## src/rtl/wb_pkg.sv

```systemverilog
// rtl/wb_pkg.sv - shared widths, source select and beat type for the writeback block
package wb_pkg;
    localparam int XLEN              = 32;
    localparam int REG_ADDR_W        = 5;
    localparam int NUM_REGS          = 2 ** REG_ADDR_W;
    localparam int STARVE_LIMIT_DFLT = 4;

    typedef enum logic {SRC_ALU, SRC_MEM} src_sel_e;

    typedef struct packed {
        logic [REG_ADDR_W-1:0] rd;
        logic [XLEN-1:0]       data;
    } wb_beat_t;
endpackage

```

## src/rtl/regfile_writeback_scoreboard.sv

```systemverilog
// rtl/regfile_writeback_scoreboard.sv - pending-write scoreboard gating issue on WAW hazards
module wb_scoreboard
    import wb_pkg::*;
(
    input  logic                  clk,
    input  logic                  rst,
    input  logic                  iss_valid,
    input  logic [REG_ADDR_W-1:0] iss_rd,
    output logic                  iss_ready,
    input  logic                  clr_en,
    input  logic [REG_ADDR_W-1:0] clr_addr,
    output logic [NUM_REGS-1:0]   pending
);
    logic [NUM_REGS-1:0] pending_next;

    assign iss_ready = !rst && ((iss_rd == '0) || !pending[iss_rd]);

    // Clear is applied first so a same-edge issue to the same register wins.
    always_comb begin
        pending_next = pending;
        if (clr_en)
            pending_next[clr_addr] = 1'b0;
        if (iss_valid && iss_ready && (iss_rd != '0))
            pending_next[iss_rd] = 1'b1;
        pending_next[0] = 1'b0;
    end

    always_ff @(posedge clk) begin
        if (rst)
            pending <= '0;
        else
            pending <= pending_next;
    end
endmodule

```

## src/rtl/regfile_writeback.sv

```systemverilog
// rtl/regfile_writeback.sv - two-source writeback arbiter driving the regfile write port
module regfile_writeback
    import wb_pkg::*;
#(
    parameter int STARVE_LIMIT = STARVE_LIMIT_DFLT
) (
    input  logic                  clk,
    input  logic                  rst,
    input  logic                  src0_valid,
    output logic                  src0_ready,
    input  logic [REG_ADDR_W-1:0] src0_rd,
    input  logic [XLEN-1:0]       src0_data,
    input  logic                  src1_valid,
    output logic                  src1_ready,
    input  logic [REG_ADDR_W-1:0] src1_rd,
    input  logic [XLEN-1:0]       src1_data,
    input  logic                  iss_valid,
    output logic                  iss_ready,
    input  logic [REG_ADDR_W-1:0] iss_rd,
    output logic                  rf_write_enable,
    output logic [REG_ADDR_W-1:0] rf_write_addr,
    output logic [XLEN-1:0]       rf_data_in,
    output logic [NUM_REGS-1:0]   pending
);
    localparam int CNT_W = $clog2(STARVE_LIMIT + 1);

    logic [CNT_W-1:0] starve_cnt;
    logic             starved;
    logic             wb_valid;
    src_sel_e         sel;
    wb_beat_t         beat;

    // src0 wins by default; src1 is forced through once it has lost STARVE_LIMIT times in a row.
    assign starved    = (starve_cnt == CNT_W'(STARVE_LIMIT)) && src1_valid;
    assign src0_ready = !rst && src0_valid && !starved;
    assign src1_ready = !rst && src1_valid && !src0_ready;
    assign wb_valid   = src0_ready || src1_ready;
    assign sel        = src1_ready ? SRC_MEM : SRC_ALU;

    always_comb begin
        beat = '0;
        case (sel)
            SRC_ALU: beat = '{rd: src0_rd, data: src0_data};
            SRC_MEM: beat = '{rd: src1_rd, data: src1_data};
            default: beat = '0;
        endcase
    end

    always_ff @(posedge clk) begin
        if (rst)
            starve_cnt <= '0;
        else if (src1_ready)
            starve_cnt <= '0;
        else if (src0_ready && src1_valid && (starve_cnt != CNT_W'(STARVE_LIMIT)))
            starve_cnt <= starve_cnt + 1'b1;
    end

    // Writes to x0 are accepted but never strobed.
    always_ff @(posedge clk) begin
        if (rst) begin
            rf_write_enable <= 1'b0;
            rf_write_addr   <= '0;
            rf_data_in      <= '0;
        end else begin
            rf_write_enable <= wb_valid && (beat.rd != '0);
            rf_write_addr   <= beat.rd;
            rf_data_in      <= beat.data;
        end
    end

    wb_scoreboard u_scoreboard (
        .clk      (clk),
        .rst      (rst),
        .iss_valid(iss_valid),
        .iss_rd   (iss_rd),
        .iss_ready(iss_ready),
        .clr_en   (rf_write_enable),
        .clr_addr (rf_write_addr),
        .pending  (pending)
    );
endmodule

```

## config.mk

```make
export PLATFORM = sky130hd
export DESIGN_NAME = regfile_writeback
export DESIGN_NICKNAME = d
export VERILOG_FILES = /design/src/rtl/wb_pkg.sv /design/src/rtl/regfile_writeback_scoreboard.sv /design/src/rtl/regfile_writeback.sv
export SDC_FILE = /design/constraint.sdc
export NUM_CORES = 1
export LEC_CHECK = 0
export ABC_AREA = 1
export CAP_MARGIN = 30
export CORE_MARGIN = 2
export CORE_UTILIZATION = 40
export CTS_BUF_LIST = sky130_fd_sc_hd__clkbuf_16
export DETAILED_ROUTE_END_ITERATION = 7
export HOLD_SLACK_MARGIN = 0.06
export PLACE_DENSITY = 0.76
export SKIP_LAST_GASP = 1
export SYNTH_ARGS = -nofsm -noshare
export SYNTH_HDL_FRONTEND = slang
export SYNTH_SLANG_ARGS = --single-unit
```

## constraint.sdc

```tcl
create_clock -name clk -period 2.5 [get_ports clk]
set_input_delay 0.625 -clock clk [delete_from_list [all_inputs] [get_ports clk]]
set_output_delay 0.625 -clock clk [all_outputs]
set_load 0.05 [all_outputs]
```

== Word-level counts from Yosys, hierarchy flattened ==
Index checks and enable logic that the tools add are counted.

* Shift operators: 0
* Reduce and logical (&&, ||, !) cells: 23
* Bitwise gates (word level): 4
* Equality and inequality tests: 2
* Multipliers: 0
* Add/sub/neg operators: 1
* Div/mod/pow operators: 0
* Magnitude comparators: 4
* Multiplexer cells: 10

{| class="wikitable"
|+ Operators with widths
! operator !! number
|-
| 37-bit one-hot mux with 2 select lines || 1
|-
| 32-bit two-way mux || 2
|-
| 32-bit bitwise AND || 1
|-
| 32-bit NOT || 1
|-
| 32-bit bitwise OR || 1
|-
| 1-bit logical AND || 13
|-
| 5-bit by 6-bit less-than comparator with 1-bit output (second input constant) || 2
|-
| 1-bit demux with 5-bit select || 2
|-
| 5-bit by 1-bit >= comparator with 1-bit output (second input constant) || 2
|-
| 5-bit nonzero test || 2
|-
| 1-bit binary-select mux with 5-bit select || 1
|-
| 5-bit logical NOT || 1
|-
| 1-bit logical NOT || 4
|-
| 1-bit two-way mux || 4
|-
| 3-bit by 1-bit adder with 3-bit output (second input constant) || 1
|-
| 3-bit == test (second input constant) || 1
|-
| 3-bit inequality test (second input constant) || 1
|-
| 1-bit logical OR || 2
|-
| 2-bit OR reduction || 1
|-
| 1-bit NOT || 1
|}

* Bits in registers: 73
* Memories: 0
* Latch bits: 0
* Bits in read-only memories: 0
* Logic and storage cells: 50
* RAM bits: 0
* Output and inout bits: 73
* Bits of input ports: 84

== Longest topological paths before layout ==
Gate-level depths: netlist of run 1.

* Depth after elaboration: 11
* Mapped depth: 15
* Gate-level depth less buffers: 12

== By module ==
Synthesis of run 1 repeated with hierarchy kept, for this count alone.

* Cell total of the unflattened synthesis: 500
* Area, all modules: 3698.5 µm²

{| class="wikitable"
|+ Modules (own cells, without submodules)
! module !! sequential area each (µm²) !! cells each !! times used !! area an instance (µm²)
|-
| wb_scoreboard || 620.6 || 298 || 1 || 2133.3
|-
| regfile_writeback || 820.8 || 202 || 1 || 1565.3
|}

== Worst setup path before layout of run 1 ==
No wires, ideal clock.

* Path type: input port to output port
* From: input port iss_rd[0]
* To: output port iss_ready
* Data arrival time: 1722 ps
* Buffers on the path: 3
* Path slack: 153 ps
* Required time: 1875 ps
* Cell stages on the path: 12
* Cells stage by stage: buf_6 buf_2 nand2_1 nand2_1 nand2_1 nand2_1 nand2_1 nand2_1 nor2_1 nand2_2 nor2_8 buf_12

* Word-level cells in the longest chain between the ends: 5
* Elaborated cells between the ends (all ways): 6
* Classes of those cells: mux (2); reduce/logical (4)

{| class="wikitable"
|+ Ends and longest elaborated chain
! what !! line !! text
|-
| start: declaration || regfile_writeback.sv:19 || <nowiki>input logic [REG_ADDR_W-1:0] iss_rd,</nowiki>
|-
| 1-bit binary-select mux with 5-bit select || regfile_writeback_scoreboard.sv:16 || <nowiki>assign iss_ready = !rst && ((iss_rd == '0) || !pending[iss_rd]);</nowiki>
|-
| 1-bit two-way mux (not written as such) || regfile_writeback_scoreboard.sv:16 ||
|-
| 1-bit logical NOT || regfile_writeback_scoreboard.sv:16 ||
|-
| 1-bit logical OR * || regfile_writeback_scoreboard.sv:16 ||
|-
| 1-bit logical AND * || regfile_writeback_scoreboard.sv:16 ||
|-
| end: declaration || regfile_writeback.sv:18 || <nowiki>output logic iss_ready,</nowiki>
|}

Mark *: on every way between the ends. The rest lies on a longest branch, timed or not. The select of a mux whose other input is x is not followed.

== Final worst setup path of run 1 ==
* From: input port iss_rd[3]
* To: output port iss_ready

Same word-level chain as after synthesis.

==> flow_metrics.tcl, run 1 <==
set metrics [dict create \
    syn_inst 486 \
    clkSlewWorstSetupHoldPaths_ns 0.05 \
    dp_hpwl_um 9020 \
    netlist.top_cell.by_area "dfxtp_1" \
    worstPathArrival_ns 1.77 \
    fp.dieW_um 99.0 \
    synthMuxAreaShare 0.00832 \
    synth_xor_area_frac 0 \
    insertion_delay_ns 0.33 \
    grt_pass1_vias 4016 \
    worst_path_max_delay_cell "clkdlybuf4s18_2" \
    dp.cells 748 \
    routed_wl_um 12300 \
    path_cells "clkdlybuf4s18_2 > inv_2 > nor3_2 > nand2_1 > nand2_1 > nor2_2 > nand2_2 > nor2_8 > buf_12" \
    design_area_mm2 0.00575 \
    synth_area_per_cell_um2 7.43 \
    synth-main-ff-cell "dfxtp_1" \
    synth_edf_count 0 \
    avgViaCountPerCell 5.16 \
    groute.usage.overall 0.252 \
    cp_max_fo 5 \
    fill_cells 727 \
    worst_pin_slew_ns 0.575 \
    synth_compound_area_frac 0.128 \
    root_buffer "clkbuf_16" \
    hold_slack_ns 0.481 \
    dr_total_vias 3950 \
    start_util 0.414 \
    finalNetCount 738 \
    h-tree-depth 3 \
    power.total_mw 3.34 \
    clk_path_buf_depth 2 \
    synth_top_family_by_area "simple AND/OR/NAND/NOR gates" \
    status "finished, final reports clean" \
    yosys.area.top_type_share 0.399 \
    hp-start "starve_cnt[1]" \
    final-instance-count-excl-fill 765 \
    die_h_um 99.0 \
    drv_cap 0 \
    synth.distinct_cells 29 \
    ys_seq_area_frac 0.399 \
    antenna_left 0 \
    r2r_start "starve_cnt[0]" \
    ys_ff_latch 72 \
    area_growth_pct 59.2 \
    io_pins 157 \
    die-area_mm2 0.00980 \
    grt_max_degree 37 \
    finalCriticalPeriod_ns 2.40 \
    period_share 0.960 \
    grt_remaining_overflow 0 \
    hp-class "reg -> reg" \
    cts_tree "built" \
    synthArstFlopShare 0 \
    drive_gt1_frac 0.193 \
    final_max_slew_viol_count 0 \
    clock-sinks 72 \
    p_per_area_mw_per_mm2 581 \
    synth-adder-area-share 0.00693 \
    critPathKind "in -> out" \
    postPlaceCellArea_mm2 0.00533 \
    grt_pass1_wl_um 19500 \
    syn_nets 572 \
    max-vdd-ir-drop_mv 0.386 \
    routedWlPerCell_um 16.1 \
    cp-startpoint "iss_rd[3]" \
    cp-start-kind "input port" \
    drt_iter0_markers 191 \
    antennaDiodeCount 0 \
    worst_ep_required_time_ns 1.88 \
    utilization 0.659 \
    p_leak_nw 2.31 \
    crit_path_end_kind "output pin" \
    cpMostUsedCell "nand2_1" \
    routabilityCongestion 0.909 \
    core_area_mm2 0.00872 \
    synthTopCellsByArea "dfxtp_1, nand2_1, nand3_2" \
    fmax_mhz 417 \
    finalClockSkew_ns 0.00706 \
    maxSlewHeadroom 0.617 \
    synthSimpleGateAreaFrac 0.378 \
    first_pass_iters 5 \
    final_hold_viol_count 0 \
    rsz0062_at_grt "false" \
    setup_violations 0 \
    drc_errors 0 \
    yosysWarnings 0 \
    numCtsBuffers 9 \
    rows 34 \
    antenna_found_initial 0 \
    portBuffers 155 \
    syn_area_mm2 0.00361 \
    max_stage_delay_ns 0.29 \
]
==> where the power goes <==
| part | internal [mW] | total (mW) | switching, mW |
|---|---|---|---|
| sequential | 1.20 | 1.22 | 0.0228 |
| clock | 0.965 | 1.44 | 0.478 |
| combinational | 0.268 | 0.675 | 0.407 |
| total | 2.43 | 3.34 | 0.908 |
==> cell type report <==
type / count / area [µm²] / share of cell area
multi-input combinational: 362 / 1970 / 0.342
timing repair buffer: 180 / 1760 / 0.307
sequential: 72 / 1440 / 0.251
clock buffer: 9 / 225 / 0.0392
tap: 108 / 135 / 0.0235
clock inverter: 7 / 110 / 0.0192
inverter: 27 / 106 / 0.0185
==> worst paths after layout <==
kind	endpoint	slack [ns]	cells after the start
worst min register to register	starve_cnt[1]	0.48	2
worst max-delay path	iss_ready	0.10	9
worst max register to register	rf_write_enable	0.69	10
worst min-delay path	starve_cnt[1]	0.48	2
==> metal layers <==
metal	vias to the layer above	global-route usage	routed length, µm
met1	1803	0.266	4490
met4	0	0.102	359
met5	-	0	0
met3	35	0.105	1340
li1	1914	-	-
met2	198	0.443	6140
==> through the flow <==
stage / worst slack (ns) / setup TNS, ns
global route: 0.00277 / 0
global placement: -0.266 / -4.58
CTS: 0.0344 / 0
detailed placement: -0.260 / -5.21
floorplan: 0.153 / 0
finish: 0.101 / 0
==> critical path: cells and delay by family <==
kind,cells,cell delay (ns)
and+or+nand+nor,6,0.51
buffers and inverters,3,0.62
==> state kept, by name, indices dropped and copies added, names as in the netlist <==
signal	flops
rf_write_enable	1
rf_write_addr	5
rf_data_in	32
u_scoreboard.pending	31
starve_cnt	3
==> synth_stat cells, types with 5 or more instances <==
cell	count
a21oi_1	5
a21oi_2	29
clkbuf_1	13
dfxtp_1	72
inv_1	24
nand2_1	149
nand3_1	49
nand3_2	29
nor2_1	40
nor3_1	9
o21ai_0	34
==> cells by family after synthesis <==
logic type | after synthesis
flops | 72
simple gates | 286
other cells | 1
compound gates | 70
mux | 3
buf+inv | 52
fa+ha+maj | 2
==> placed cells by master, fill, tap and decap left out, types with 20 or more instances in the layout <==
master / Yosys / layout
o21ai_0: 34 / 34
nand3_2: 29 / 29
dfxtp_1: 72 / 72
nor2_1: 40 / 39
nand3_1: 49 / 49
inv_1: 24 / 20
nand2_1: 149 / 149
a21oi_2: 29 / 29
clkdlybuf4s50_1: 0 / 146
buf_4: 3 / 21
==> what timing repair did <==
action / CTS / global route
gates resized for setup: 29 / 10
setup buffers: 1 / 0
hold buffers: 0 / 0
setup endpoints to repair: 1 / 1
pin swaps: 2 / 0
No activity file was read; power rests on OpenSTA's default activity.
==> inputs of run 2 (changes only) <==
Settings changed: ABC_CLOCK_PERIOD_IN_PS set to 2500, MAX_ROUTING_LAYER set to met4.
==> flow_metrics.tcl, run 2 (synthesis gave the netlist of run 1 again) <==
set metrics [dict create \
    power.total_mw 3.17 \
    io_pins 157 \
    p_per_area_mw_per_mm2 553 \
    clk_path_buf_depth 2 \
    antenna_found_initial 0 \
    groute.usage.overall 0.262 \
    rsz0062_at_grt "false" \
    avgViaCountPerCell 5.12 \
    mostFrequentLayoutCell "nand2_1" \
    start_util 0.414 \
    numCtsBuffers 9 \
    routedWlPerCell_um 15.9 \
    design_area_mm2 0.00572 \
    grt_pass1_wl_um 20000 \
    cp_max_fo 4 \
    fill_cells 725 \
    hp-class "reg -> reg" \
    fp.dieW_um 99.0 \
    grt_max_degree 37 \
    core_area_mm2 0.00872 \
    cp-start-kind "input port" \
    first_pass_iters 4 \
    dr_total_vias 3932 \
    multi_input_area_mm2 0.00197 \
    cts_hold_buf 0 \
    root_buffer "clkbuf_16" \
    largest_register_ffs 32 \
    final_hold_viol_count 0 \
    area_growth_pct 58.5 \
    p_leak_nw 2.31 \
    insertion_delay_ns 0.34 \
    clock-sinks 72 \
    die_h_um 99.0 \
    routed_wl_um 12200 \
    clkSlewWorstSetupHoldPaths_ns 0.06 \
    grt_remaining_overflow 0 \
    rows 34 \
    cts_tree "built" \
    finalNetCount 741 \
    finalClockSkew_ns 0.00815 \
    max-vdd-ir-drop_mv 0.395 \
    die-area_mm2 0.00980 \
    mostFrequentLayoutCells "nand2_1, clkdlybuf4s50_1, dfxtp_1, nand3_1, nor2_1" \
    largest_register "rf_data_in" \
    utilization 0.656 \
    dp_slack_ns -0.273 \
    fmax_mhz 421 \
    portBuffers 155 \
    drv_cap 0 \
    antennaDiodeCount 0 \
    largest_registers "rf_data_in x32, u_scoreboard.pending x31, rf_write_addr x5" \
    fin_ws_ns 0.123 \
    final_max_slew_viol_count 0 \
    routabilityCongestion 0.946 \
    worst_ep_required_time_ns 1.88 \
    status "finished, final reports clean" \
    h-tree-depth 3 \
    drt_iter0_markers 161 \
    dp_hpwl_um 9030 \
    crit_path_end_kind "output pin" \
    maxSlewHeadroom 0.628 \
    worst_pin_slew_ns 0.558 \
    worstPathArrival_ns 1.75 \
    drc_errors 0 \
    hold_slack_ns 0.505 \
    grt_pass1_vias 4020 \
    finalCriticalPeriod_ns 2.38 \
    critPathKind "in -> out" \
    antenna_left 0 \
    period_share 0.951 \
    setup_violations 0 \
    postPlaceCellArea_mm2 0.00534 \
    seq_area_mm2 0.00144 \
    drive_gt1_frac 0.195 \
]
==> run 2: final cells by class <==
class                   count  share of cell area
clock buffers               9              0.0393
clock inverters             7              0.0111
inverters                  27              0.0186
multi-input cells         362               0.344
flip-flops and latches     72               0.252
well taps                 108              0.0236
repair buffers            183               0.312
==> run 2: critical path, cell delays in order <==
cell and delay, ns:
dlygate4sd2_1 0.26, buf_6 0.14, nor3_2 0.23, nand2_1 0.08, nand2_1 0.07, nor2_2 0.04
nand2_2 0.10, nor2_8 0.05, buf_12 0.15
==> run 2: repair_timing <==
item                       in CTS  in global routing
buffers inserted                2                  0
setup endpoints to repair       1                  1
resized for setup              30                  7
pin swaps                       3                  0
==> run 2: worst paths after layout <==
check	startpoint	to	slack (ns)	cells past startpoint
setup / recovery	iss_rd[2]	iss_ready	0.12	9
hold / removal	starve_cnt[1]	starve_cnt[1]	0.51	2
setup reg to reg	starve_cnt[0]	rf_write_enable	0.66	10
hold reg to reg	starve_cnt[1]	starve_cnt[1]	0.51	2
==> run 2: power breakdown <==
part           switching, mW  internal (mW)  leakage (nW)  total, mW
clock network          0.508          0.764         0.144       1.27
logic                  0.404          0.271          1.57      0.674
registers             0.0235           1.20         0.591       1.22
total                  0.935           2.23          2.31       3.17
==> run 2: stage by stage <==
| step | cells | setup TNS (ns) |
|---|---|---|
| floorplan | 486 | 0 |
| global placement | 750 | -4.22 |
| detailed placement | 750 | -4.90 |
| CTS | 768 | 0 |
| global route | 768 | 0 |
| finish | 768 | 0 |
==> run 2: routing by layer <==
layer  track usage  part of all wire  vias up
li1              -                 -     1919
met1         0.304              0.39     1813
met2         0.440              0.50      184
met3        0.0723             0.089       16
met4        0.0832             0.020        0
met5             -                 0        -
